==> config.mk <==
export PLATFORM = sky130hd
export DESIGN_NAME = alu_pc_unit
export DESIGN_NICKNAME = d
export VERILOG_FILES = /design/src/rtl/alu_pc_unit.sv
export SDC_FILE = /design/constraint.sdc
export NUM_CORES = 1
export LEC_CHECK = 0
export ABC_CLOCK_PERIOD_IN_PS = 7360
export CAP_MARGIN = 20
export CORE_UTILIZATION = 50
export CTS_CLUSTER_SIZE = 25
export DETAILED_ROUTE_END_ITERATION = 16
export PLACE_DENSITY = 0.84
export SLEW_MARGIN = 30
export SYNTH_ARGS = -nofsm -noshare
export SYNTH_HDL_FRONTEND = slang
export SYNTH_SLANG_ARGS = --single-unit
==> constraint.sdc <==
create_clock -name clk -period 7.36 [get_ports clk]
set_input_delay 1.472 -clock clk [delete_from_list [all_inputs] [get_ports clk]]
set_output_delay 1.472 -clock clk [all_outputs]
set_load 0.01 [all_outputs]
==> src/rtl/alu_pc_unit.sv <==
// Single-cycle datapath slice: combinational ALU with register-write decode,
// plus the program counter register and its next-PC adder.
module alu_pc_unit #(
  parameter logic [31:0] PC_RESET = 32'h0000_0000,
  parameter int unsigned PC_STEP  = 1
) (
  input  logic        clk,
  input  logic        rst_n,
  input  logic [5:0]  opcode,
  input  logic [5:0]  funct,
  input  logic [31:0] in1,
  input  logic [31:0] in2,
  output logic [31:0] result,
  output logic        zero,
  output logic        rw,
  input  logic [31:0] in,
  output logic [31:0] pc,
  input  logic [31:0] extendaddr,
  input  logic        chksignal,
  output logic [31:0] newpc
);

  localparam logic [5:0] OpRtype = 6'b000000;
  localparam logic [5:0] OpLw    = 6'b100011;
  localparam logic [5:0] OpSw    = 6'b101011;
  localparam logic [5:0] OpBeq   = 6'b000100;

  localparam logic [5:0] FnAdd = 6'b100000;
  localparam logic [5:0] FnSub = 6'b100010;
  localparam logic [5:0] FnAnd = 6'b100100;
  localparam logic [5:0] FnOr  = 6'b100101;

  localparam logic [31:0] PcStep = 32'(PC_STEP);

  logic [31:0] pc_q;

  always_comb begin
    result = 32'h0;
    rw     = 1'b0;
    unique case (opcode)
      OpRtype: begin
        unique case (funct)
          FnAdd: begin result = in1 + in2; rw = 1'b1; end
          FnSub: begin result = in1 - in2; rw = 1'b1; end
          FnAnd: begin result = in1 & in2; rw = 1'b1; end
          FnOr:  begin result = in1 | in2; rw = 1'b1; end
          default: ;
        endcase
      end
      OpLw:  begin result = in1 + in2; rw = 1'b1; end
      // Store computes its address but never writes the register file.
      OpSw:  result = in1 + in2;
      OpBeq: result = in1 - in2;
      default: ;
    endcase
  end

  assign zero = (result == 32'h0);

  always_ff @(posedge clk or negedge rst_n) begin
    if (!rst_n) begin
      pc_q <= PC_RESET;
    end else begin
      pc_q <= in;
    end
  end

  assign pc    = pc_q;
  assign newpc = pc_q + PcStep + (chksignal ? extendaddr : 32'h0);

endmodule

# == Word-level counts from Yosys, hierarchy flattened ==
# Index checks and enable logic that the tools add are counted.
# classes
n_addsub,4
mul,0
div,0
magnitude_cmp,0
n_eq_ne,7
shifts,0
n_mux,5
n_bitwise,2
reduce_logical,4
# ops
op,n
case mux 32 bit (4 select lines),1
case mux 32 bit (3 select lines),1
adder 32 bit,2
"equality test 6 bit, second input constant",6
"adder 32 x 1 -> 32 bit, second input constant",1
AND 32 bit,1
logical NOT 32 bit,1
2-to-1 mux 32 bit,1
bitwise OR 32 bit,1
subtractor 32 bit,1
"equality test 6 x 3 -> 1 bit, second input constant",1
logical NOT 6 bit,1
OR reduction 4 bit,1
case mux 1 bit (2 select lines),1
OR reduction 2 bit,1
2-to-1 mux 1 bit,1
# word_totals
regBits,32
latch_bits,0
ram_bits,0
rom_bits,0
in_bits,143
out_inout_bits,98
word_cells,23
n_memories,0

# == Depth between registers and ports, before layout ==
# Gate-level depths: netlist of run 1.
# depth
word_depth,4
depth_mapped,16
mapped_depth_nobuf,15

# == Least setup slack after synthesis of run 1 ==
# No wires, ideal clock.
# synth_timing
path_type,input to output
start,in in1[0]
end,out zero
arrival_ns,5.457
required_time_ns,5.888
slack_ns,0.431
path_stages,14
path_buffers,0
path_cell_list,ha_1 -> inv_1 -> fa_1 -> nand3b_1 -> a2111oi_1 -> a2111oi_4 -> a211oi_2 -> or4_1 -> a31oi_2 -> xnor2_1 -> a221o_1 -> or4_1 -> or4_1 -> nor4_2
# synth_between
elab_chain_len,4
word_cells_on_any_way,7
cone_classes,2 x add/sub; 2 x mux; 2 x bitwise; 1 x reduce/logical
# synth_rtl
item,line_no,text
"start, declared",11,"input logic [31:0] in1,"
subtractor 32 bit or adder 32 bit (tied branches),n/a,
case mux 32 bit (4 select lines),42,unique case (funct)
case mux 32 bit (3 select lines) *,40,unique case (opcode)
net result[24],13,"output logic [31:0] result,"
logical NOT 32 bit *,58,assign zero = (result == 32'h0);
"end, declared",14,"output logic zero,"
# Mark *: on every way through the listed nets, which the timed path passes. The rest lies on a longest branch.

# == Worst setup path after layout of run 1 ==
# layout_timing
start,in in2[1]
end,out zero
# layout_between
elab_chain_len,4
word_cells_on_any_way,7
cone_classes,2 x add/sub; 2 x mux; 2 x bitwise; 1 x reduce/logical
# layout_rtl
item,line_no,text
"start, declared",12,"input logic [31:0] in2,"
subtractor 32 bit (tied with other cells),"44, 53",
case mux 32 bit (4 select lines),42,
case mux 32 bit (3 select lines) *,40,
logical NOT 32 bit *,58,
# Mark *: on every way between the ends. The rest lies on a longest branch, timed or not.

==> flow_summary.yaml, run 1 <==
floorplanning:
  overall_die_height_um: 128.3
  boundaryPins: 241
  die_width_um: 128.3
  fp.dieArea_mm2: 0.01646
  rows: 45
  core_area_mm2: 0.01537
  initial_utilization_pct: 51.88
power_and_ir_drop:
  internal_power_uw: 807.1
  power_frac_comb_pct: 68.1
  power_per_cell_area_mw_per_mm2: 111.0
  power.share.switching_pct: 40.14
  netSwitchingPower_uw: 541.2
  power.clock.fraction_pct: 17.7
  pwr-share-seq_pct: 14.2
  power.ir.vdd_worst_v: 0.0001841
  pleak_uw: 0.005628
layout:
  final_cell_mix: "sky130_fd_sc_hd__clkdlybuf4s50_1, sky130_fd_sc_hd__buf_4, sky130_fd_sc_hd__ha_1"
  final_layout_size_suffix_gt1_share_pct: 17.05
  seq_area_um2: 800.8
  multiInputGateArea_mm2: 0.006695
  layout.cells.most_common: "sky130_fd_sc_hd__clkdlybuf4s50_1"
  stdcell_count: 1695
  fin_nets: 1765
  insertedDiodeCount: 0
  largest_reg_flops: 32
  area_growth_syn_to_layout_pct: 52.36
  final_design_area_no_fill_mm2: 0.01215
  fillers: 1134
logic_synthesis:
  mappedNetlistNets: 1383
  post-synth-top-area-fraction_pct: 21.34
  netlist_area_mm2: 0.007974
  synthesis.yosys.warnings: 0
  syn_area_per_cell_um2: 7.242
  synth_top_flop_cell: "sky130_fd_sc_hd__dfrtp_1"
  async_flop_share_pct: 100.0
  synthesis.instances: 1101
  synth_xor_area_share_pct: 3.954
  edff_count_synth: 0
  synth_seq_cells: 32
  synthSimpleGateAreaFrac_pct: 22.23
  synth-seq-area-share_pct: 10.04
  synthMuxAreaShare_pct: 0.8787
  synth_top_family_by_area: "compound AO/OA/AOI/OAI gates"
  yosys.area_share.adder_pct: 22.09
  synth.lib_cells_used.distinct: 76
  ys_top_cells_by_area: "sky130_fd_sc_hd__ha_1, sky130_fd_sc_hd__dfrtp_1, sky130_fd_sc_hd__a21oi_1, sky130_fd_sc_hd__inv_1, sky130_fd_sc_hd__nor2_1"
  yosys.area.top_type: "sky130_fd_sc_hd__ha_1"
  synth-compound-area-share_pct: 33.20
critical_path:
  critical_path_arrival_ns: 5.74
  critPathMaxStageDelay_ns: 0.54
  worst-endpoint-required_ns: 5.89
  timing.critical_path.mode_cell: "sky130_fd_sc_hd__buf_4"
  start_kind: "input pin"
  worstPathBufferInverterCount: 7
  timing_worst_setup_path_type: "input pin to primary output"
  path_delay_family: "simple AND/OR/NAND/NOR gates"
  biggest_fanout_along_the_worst_timing_path: 7
  crit_slowest_cell: "sky130_fd_sc_hd__or4_4"
  launching_element_of_the_worst_setup_path: "in2[1]"
  timing.critical_path.to_type: "primary output"
  cp_cell_sequence: "clkdlybuf4s50_1, inv_1, buf_4, buf_4, ha_1, o21bai_1, o211ai_1, a2bb2oi_1, buf_4, and3_1, or2_2, buf_4, a221oi_2, o22ai_2, nor4b_2, nand4b_1, or4_4, nor4_2, buf_2"
placed_design:
  placedCellCount: 1680
  post-dp-hpwl_um: 25230
  quantity_of_i_o_buffers_inserted_on_ports: 240
  globalplace.congestion: 0.9837
  placed_cell_area_mm2: 0.01181
clock_network:
  cts_root_buf: "sky130_fd_sc_hd__clkbuf_16"
  tritoncts.num_buffers: 5
  htreeDepth: 2
  clk_transition_reported_paths_ns: 0.06
  clock_sinks: 32
  post_cts_hold_buffer_count: 0
  cts_tree: "yes"
  clock_tree.buffer_depth: 2
drt:
  ant_nets: 0
  detail_route.drc_violations: 0
  num_vias: 10120
  drt_iter0_markers: 899
  wirelength_um: 31650
  avgRoutedWirePerCell_um: 18.67
  detail_route.vias_per_cell: 5.973
  drt_pass1_iterations: 6
run_status:
  status: "finished clean"
min_path:
  min-delay-path-class: "input pin to async pin"
sta:
  setup_total_negative_slack_ns: 0
  report.final.setup_viol: 0
  fin_worst_hold_slack_ns: 1.616
  timing.slew.headroom_pct: 51.06
  max_slew.worst_pin.slew_ns: 0.7341
  finalMaxSlewViolations: 0
  max_clock_freq_mhz: 138.6
  period_share_pct: 98.03
  fin_crit_ns: 7.215
  report.final.hold_viol_count: 0
global_route:
  pin_count_of_the_biggest_net_entering_global_routing: 63
  global_route.usage.total_pct: 38.09
  antenna_found_initial: 0
  grt_pass1_vias: 9887
  grt_first_pass_wirelength_um: 49880
  global_route.overflow_total: 0
flow_run:
  max-cap-violations: 0
[cells in the mapped netlist, types with 7 or more instances]
cell type,count
sky130_fd_sc_hd__ha_1,136
sky130_fd_sc_hd__a21o_1,31
sky130_fd_sc_hd__and3_1,7
sky130_fd_sc_hd__o22ai_1,11
sky130_fd_sc_hd__nor2_1,92
sky130_fd_sc_hd__o21ai_0,62
sky130_fd_sc_hd__and2_1,36
sky130_fd_sc_hd__a221oi_1,14
sky130_fd_sc_hd__xor2_1,7
sky130_fd_sc_hd__nor4_1,8
sky130_fd_sc_hd__inv_1,99
sky130_fd_sc_hd__nand2_1,66
sky130_fd_sc_hd__nand4_1,17
sky130_fd_sc_hd__nand3_1,16
sky130_fd_sc_hd__a31oi_1,14
sky130_fd_sc_hd__a21oi_1,88
sky130_fd_sc_hd__or2_2,7
sky130_fd_sc_hd__o211ai_1,22
sky130_fd_sc_hd__mux2i_1,7
sky130_fd_sc_hd__or3_1,10
sky130_fd_sc_hd__o31ai_1,12
sky130_fd_sc_hd__o21a_1,10
sky130_fd_sc_hd__xnor2_1,29
sky130_fd_sc_hd__o21bai_1,19
sky130_fd_sc_hd__a211oi_1,18
sky130_fd_sc_hd__o221ai_1,7
sky130_fd_sc_hd__nor3_1,30
sky130_fd_sc_hd__o221a_2,10
sky130_fd_sc_hd__nor2b_1,22
sky130_fd_sc_hd__dfrtp_1,32
sky130_fd_sc_hd__clkbuf_1,49
sky130_fd_sc_hd__nand2b_1,14
[per-stage QoR]
step | total power (uW) | utilization (%) | setup slack [ns]
2_1_floorplan | 626.2 | - | 0.4305
3_3_place_gp | 1054 | 76.85 | -0.4550
3_5_place_dp | 1067 | 76.85 | -0.5665
4_1_cts | 1319 | 78.22 | 0.01483
5_1_grt | 1423 | 79.04 | -0.04423
6_report | 1348 | 79.04 | 0.1451
[power groups by stage]
| stage | logic [uW] | registers, uW | clock network [uW] |
|---|---|---|---|
| after detailed placement | 872 | 194 | 0 |
| after global placement | 860 | 194 | 0 |
| after CTS | 886 | 192 | 242 |
| after global routing | 982 | 193 | 248 |
| after floorplan | 428 | 198 | 0 |
| final | 918 | 192 | 239 |
[timing repair]
item	CTS	global route
endpoints found under the setup margin	1	10
buffers inserted	2	5
endpoints found under the hold margin	0	0
resized for setup	10	24
pin swaps	6	16
[worst paths after layout]
path	endpoint	slack, ns	depth (start not counted)
setup / recovery	zero	0.15	19
hold / removal	pc[6]	1.62	2
max in group asynchronous	pc[28]	5.43	2
min in group clk	pc[5]	1.62	1
[layer usage]
layer  global-route usage [%]  up-vias  wire length, um
li1                         -     4781                -
met1                    44.54     4665            12290
met2                    67.34      572            14980
met3                    6.093      106             2901
met4                    18.55        0             1479
met5                        0        -                0
[layout make-up]
| class | count | area share [%] |
|---|---|---|
| Multi-Input combinational cell | 912 | 55.11 |
| Timing Repair Buffer | 433 | 31.72 |
| Inverter | 99 | 3.059 |
| Clock inverter | 2 | 0.2884 |
| Clock buffer | 6 | 1.061 |
| Tap cell | 211 | 2.173 |
| Sequential cell | 32 | 6.591 |
[cell families after synthesis]
group,after synthesis
XOR/XNOR,36
flip-flops,32
AND/OR/NAND/NOR,348
AO/OA/AOI/OAI,382
buffers and inverters,157
adder cells (fa/ha/maj),139
multiplexers,7
Note: power is estimated with default switching activity, not from simulation.
==> inputs of run 2 (changes only) <==
- SKIP_LAST_GASP: unset -> 1
==> results of run 2 <==
No change in the layout: final DEF, timing and power equal those of run 1.
==> edit 1 (config.mk and constraints of run 1) <==
Put a register stage on the outputs `zero` and `newpc`, with the module's reset. The values now appear one clock later. The other outputs are not delayed to match.
--- a/src/rtl/alu_pc_unit.sv
+++ b/src/rtl/alu_pc_unit.sv
@@ -57,3 +57,2 @@
 
-  assign zero = (result == 32'h0);
 
@@ -68,3 +67,11 @@
   assign pc    = pc_q;
-  assign newpc = pc_q + PcStep + (chksignal ? extendaddr : 32'h0);
+  always_ff @(posedge clk or negedge rst_n) begin
+    if (!rst_n) begin
+      zero  <= '0;
+      newpc <= '0;
+    end else begin
+      zero  <= (result == 32'h0);
+      newpc <= pc_q + PcStep + (chksignal ? extendaddr : 32'h0);
+    end
+  end
 
Behaviour: not the same (Yosys sat finds a counterexample within 4 cycles, from zero or initial values and one cycle with rst_n low).
==> edit 1 against run 1 <==
  * Cell area down 2.9%
  * Worst setup slack better by 0.30 ns
  * Non-clock buffer count down 175
  * Wire length down 3.1%
  * First-iteration DRC count up 7.2%
  * Sequential cell count up 33
  * Combinational power down 16%
  * Core utilization down 11 points
  * Power up 23%
  * Hold slack worse by 1.0 ns
  * Via count down 1.6%
  * Synthesized area up 11%
  * Fmax up 4.3%
==> edit 1: results (changes against run 1) <==
[cts]
cts-htree-levels = 3  ; was 2
cts-resized-gates = 0  ; was 10

[pwr]
power.leakage_nw = 5.29  ; was 5.63 nW
peakVddDrop_v = 0.000210  ; was 0.000184 V

[global_route]
grt_pass1_vias = 9563  ; was 9887
grt_usage = 0.332  ; was 0.381

[logic_synthesis]
synthTopCellsByCount = ha_1 (135), inv_1 (116), nor2_1 (107)  ; was ha_1 (136), inv_1 (99), nor2_1 (92)
syn_nets = 1443  ; was 1383
synth_cell_types = 78  ; was 76
yosysSeqAreaShare = 0.183  ; was 0.100
syn_inst = 1162  ; was 1101

[route]
drtIter0Drc = 964  ; was 899
wire_per_inst_um = 19.1  ; was 18.7 um
via_count = 9957  ; was 10124

[sta]
maxSlewHeadroom = 0.426  ; was 0.511

[critical_path]
path_max_fanout = 6  ; was 7
cpPeakStageDelay_ns = 0.51  ; was 0.54 ns
slowest_stage = clkdlybuf4s50_1  ; was or4_4

[place]
place.gp.congestion = 0.972  ; was 0.984
dpl-instance-area_um2 = 11500  ; was 11800 um^2
post-place-ws_ns = 0.503  ; was -0.566 ns

[final_layout]
nets = 1657  ; was 1765
layout-drive-gt1-share = 0.0471  ; was 0.170

[run_status]
status = finished clean  ; unchanged

[hold_path]
hp-class = flop to flop  ; was input pin to async pin

==> edit 1: worst paths after layout <==
kind	end	depth (start not counted)	from	slack (ns)
max reg2reg	newpc[31]$_DFF_PN0_	12	pc[8]$_DFF_PN0_	3.64
min	newpc[1]$_DFF_PN0_	1	pc[1]$_DFF_PN0_	0.61
max	result[30]	15	in2[0]	0.44
min in group asynchronous	pc[17]$_DFF_PN0_	2	rst_n	1.33
max in group asynchronous	newpc[4]$_DFF_PN0_	2	rst_n	5.47
min reg2reg	newpc[1]$_DFF_PN0_	1	pc[1]$_DFF_PN0_	0.61
==> edit 1: cell families after synthesis <==
kind of cell    after synthesis  synth area share
compound gates              382             0.295
xor+xnor                     33            0.0325
fa+ha+maj                   138             0.197
buf+inv                     172            0.0764
flops                        65             0.183
mux                           9            0.0103
simple gates                363             0.206
==> edit 1: power groups by stage <==
stage	logic, mW	registers [mW]	clock network, mW
after floorplan	0.403	0.443	0
final	0.769	0.417	0.466
after detailed placement	0.749	0.423	0
after global placement	0.736	0.422	0
after global routing	0.835	0.420	0.481
after CTS	0.757	0.417	0.468
==> edit 1: cell type report <==
cell class / count / area (um^2) / share of cell area
repair buffers: 258 / 2530 / 0.215
clock buffers: 10 / 239 / 0.0203
flip-flops and latches: 65 / 1630 / 0.138
multi-input cells: 925 / 6600 / 0.559
clock inverters: 5 / 78.8 / 0.00668
well taps: 225 / 282 / 0.0239
inverters: 117 / 439 / 0.0372
==> edit 1: metal layers <==
layer  up-vias  track usage  part of all wire
met5         -            0                 0
met4         0        0.144             0.035
met3        85       0.0576              0.10
met2       576        0.568              0.47
met1      4643        0.406              0.40
li1       4653            -                 -
==> edit 2 (config.mk and constraints of run 1) <==
Made on the original files. Reset style: synchronous (`rst_n`), changed in one clocked block.
--- a/src/rtl/alu_pc_unit.sv
+++ b/src/rtl/alu_pc_unit.sv
@@ -59,3 +59,3 @@
 
-  always_ff @(posedge clk or negedge rst_n) begin
+  always_ff @(posedge clk) begin
     if (!rst_n) begin
Behaviour: differs if rst_n is asserted again (counterexample within 4 cycles, from zero or initial values and one cycle with rst_n low); with rst_n held inactive, the same outputs for 10 cycles.
==> edit 2 against run 1 <==
  * Combinational power down 18%
  * Wire length down 5.0%
  * Sequential cell count unchanged
  * Power down 12%
  * Sequential share of layout area down 0.77 points
  * Cell area down 9.4%
  * Via count down 4.1%
  * Synthesized cell count up 2.4%
  * Core utilization down 10 points
  * Synthesized area up 2.7%
  * Fmax down 0.20%
  * Worst setup slack worse by 0.014 ns
  * Cell count down 6.9%
  * Critical path type unchanged
==> edit 2: results (changes against run 1) <==
[final_layout]
multi_input_cells = 938  ; was 912
nets = 1643  ; was 1765
fillers = 1383  ; was 1134
seq_area_um2 = 641  ; was 801 um^2
clock_cell_area_share = 0.0156  ; was 0.0135
signal_buffers = 273  ; was 433
multi_input_area_um2 = 6850  ; was 6700 um^2
inverters_excl_clock = 111  ; was 99
layout-drive-gt1-share = 0.0742  ; was 0.170
final-nonclk-buf-share = 0.241  ; was 0.317

[logic_synthesis]
synthArstFlopShare = 0  ; was 1.00
synth.area.top_cells = ha_1 (21%), dfxtp_1 (7.8%), a21oi_1 (5.4%)  ; was ha_1 (21%), dfrtp_1 (10%), a21oi_1 (5.5%)
syn_area_um2 = 8190  ; was 7970 um^2
synth_cell_types = 88  ; was 76
syn_nets = 1409  ; was 1383

[route]
dr.pass1.iters = 7  ; was 6
via_count = 9704  ; was 10124
wl_met1_um = 11300  ; was 12300 um
drtIter0Drc = 753  ; was 899
wl_met3_um = 2980  ; was 2900 um

[place]
dp_hpwl_um = 24800  ; was 25200 um
place.gp.congestion = 1.01  ; was 0.984
dpl-instance-area_um2 = 10800  ; was 11800 um^2

[sta]
timing.hold.ws_ns = 1.74  ; was 1.62 ns
period_minus_slack_ns = 7.23  ; was 7.21 ns
maxSlewHeadroom = 0.366  ; was 0.511

[critical_path]
critPathTopFamily = compound AO/OA/AOI/OAI gates  ; was simple AND/OR/NAND/NOR gates
path_max_fanout = 4  ; was 7
crit_arrival_ns = 5.76  ; was 5.74 ns

[global_route]
grt_pass1_vias = 9301  ; was 9887
met1_usage = 0.391  ; was 0.445
grt_usage = 0.350  ; was 0.381
grt.met2_usage = 0.622  ; was 0.673

[hold_path]
hp-class = input pin to flop  ; was input pin to async pin

[pwr]
peakVddDrop_v = 0.000160  ; was 0.000184 V

[run_status]
status = finished clean  ; unchanged

[edit 2: cells by family (layout without fill, tap and decap cells)]
logic type / after synthesis / count (layout) / synth area share
compound gates: 388 / 388 / 0.336
flops: 32 / 32 / 0.0782
xor+xnor: 36 / 36 / 0.0385
simple gates: 370 / 370 / 0.235
buf+inv: 157 / 392 / 0.0918
mux: 5 / 5 / 0.00611
fa+ha+maj: 139 / 139 / 0.215
[edit 2: power by group]
group / switching [mW] / internal (mW) / total, mW
clock network: 0.0836 / 0.161 / 0.244
registers: 0.00686 / 0.183 / 0.190
logic: 0.403 / 0.353 / 0.757
total: 0.494 / 0.697 / 1.19
[edit 2: final timing paths]
check | start | end | cells after the start
min | in[23] | pc[23]$_SDFF_PN0_ | 2
max | in2[0] | zero | 16
[edit 2: timing repair]
| action | 4_1_cts | 5_1_grt |
|---|---|---|
| endpoints found under the setup margin | 0 | 6 |
| resized for setup | 0 | 11 |
| setup buffers | 0 | 1 |
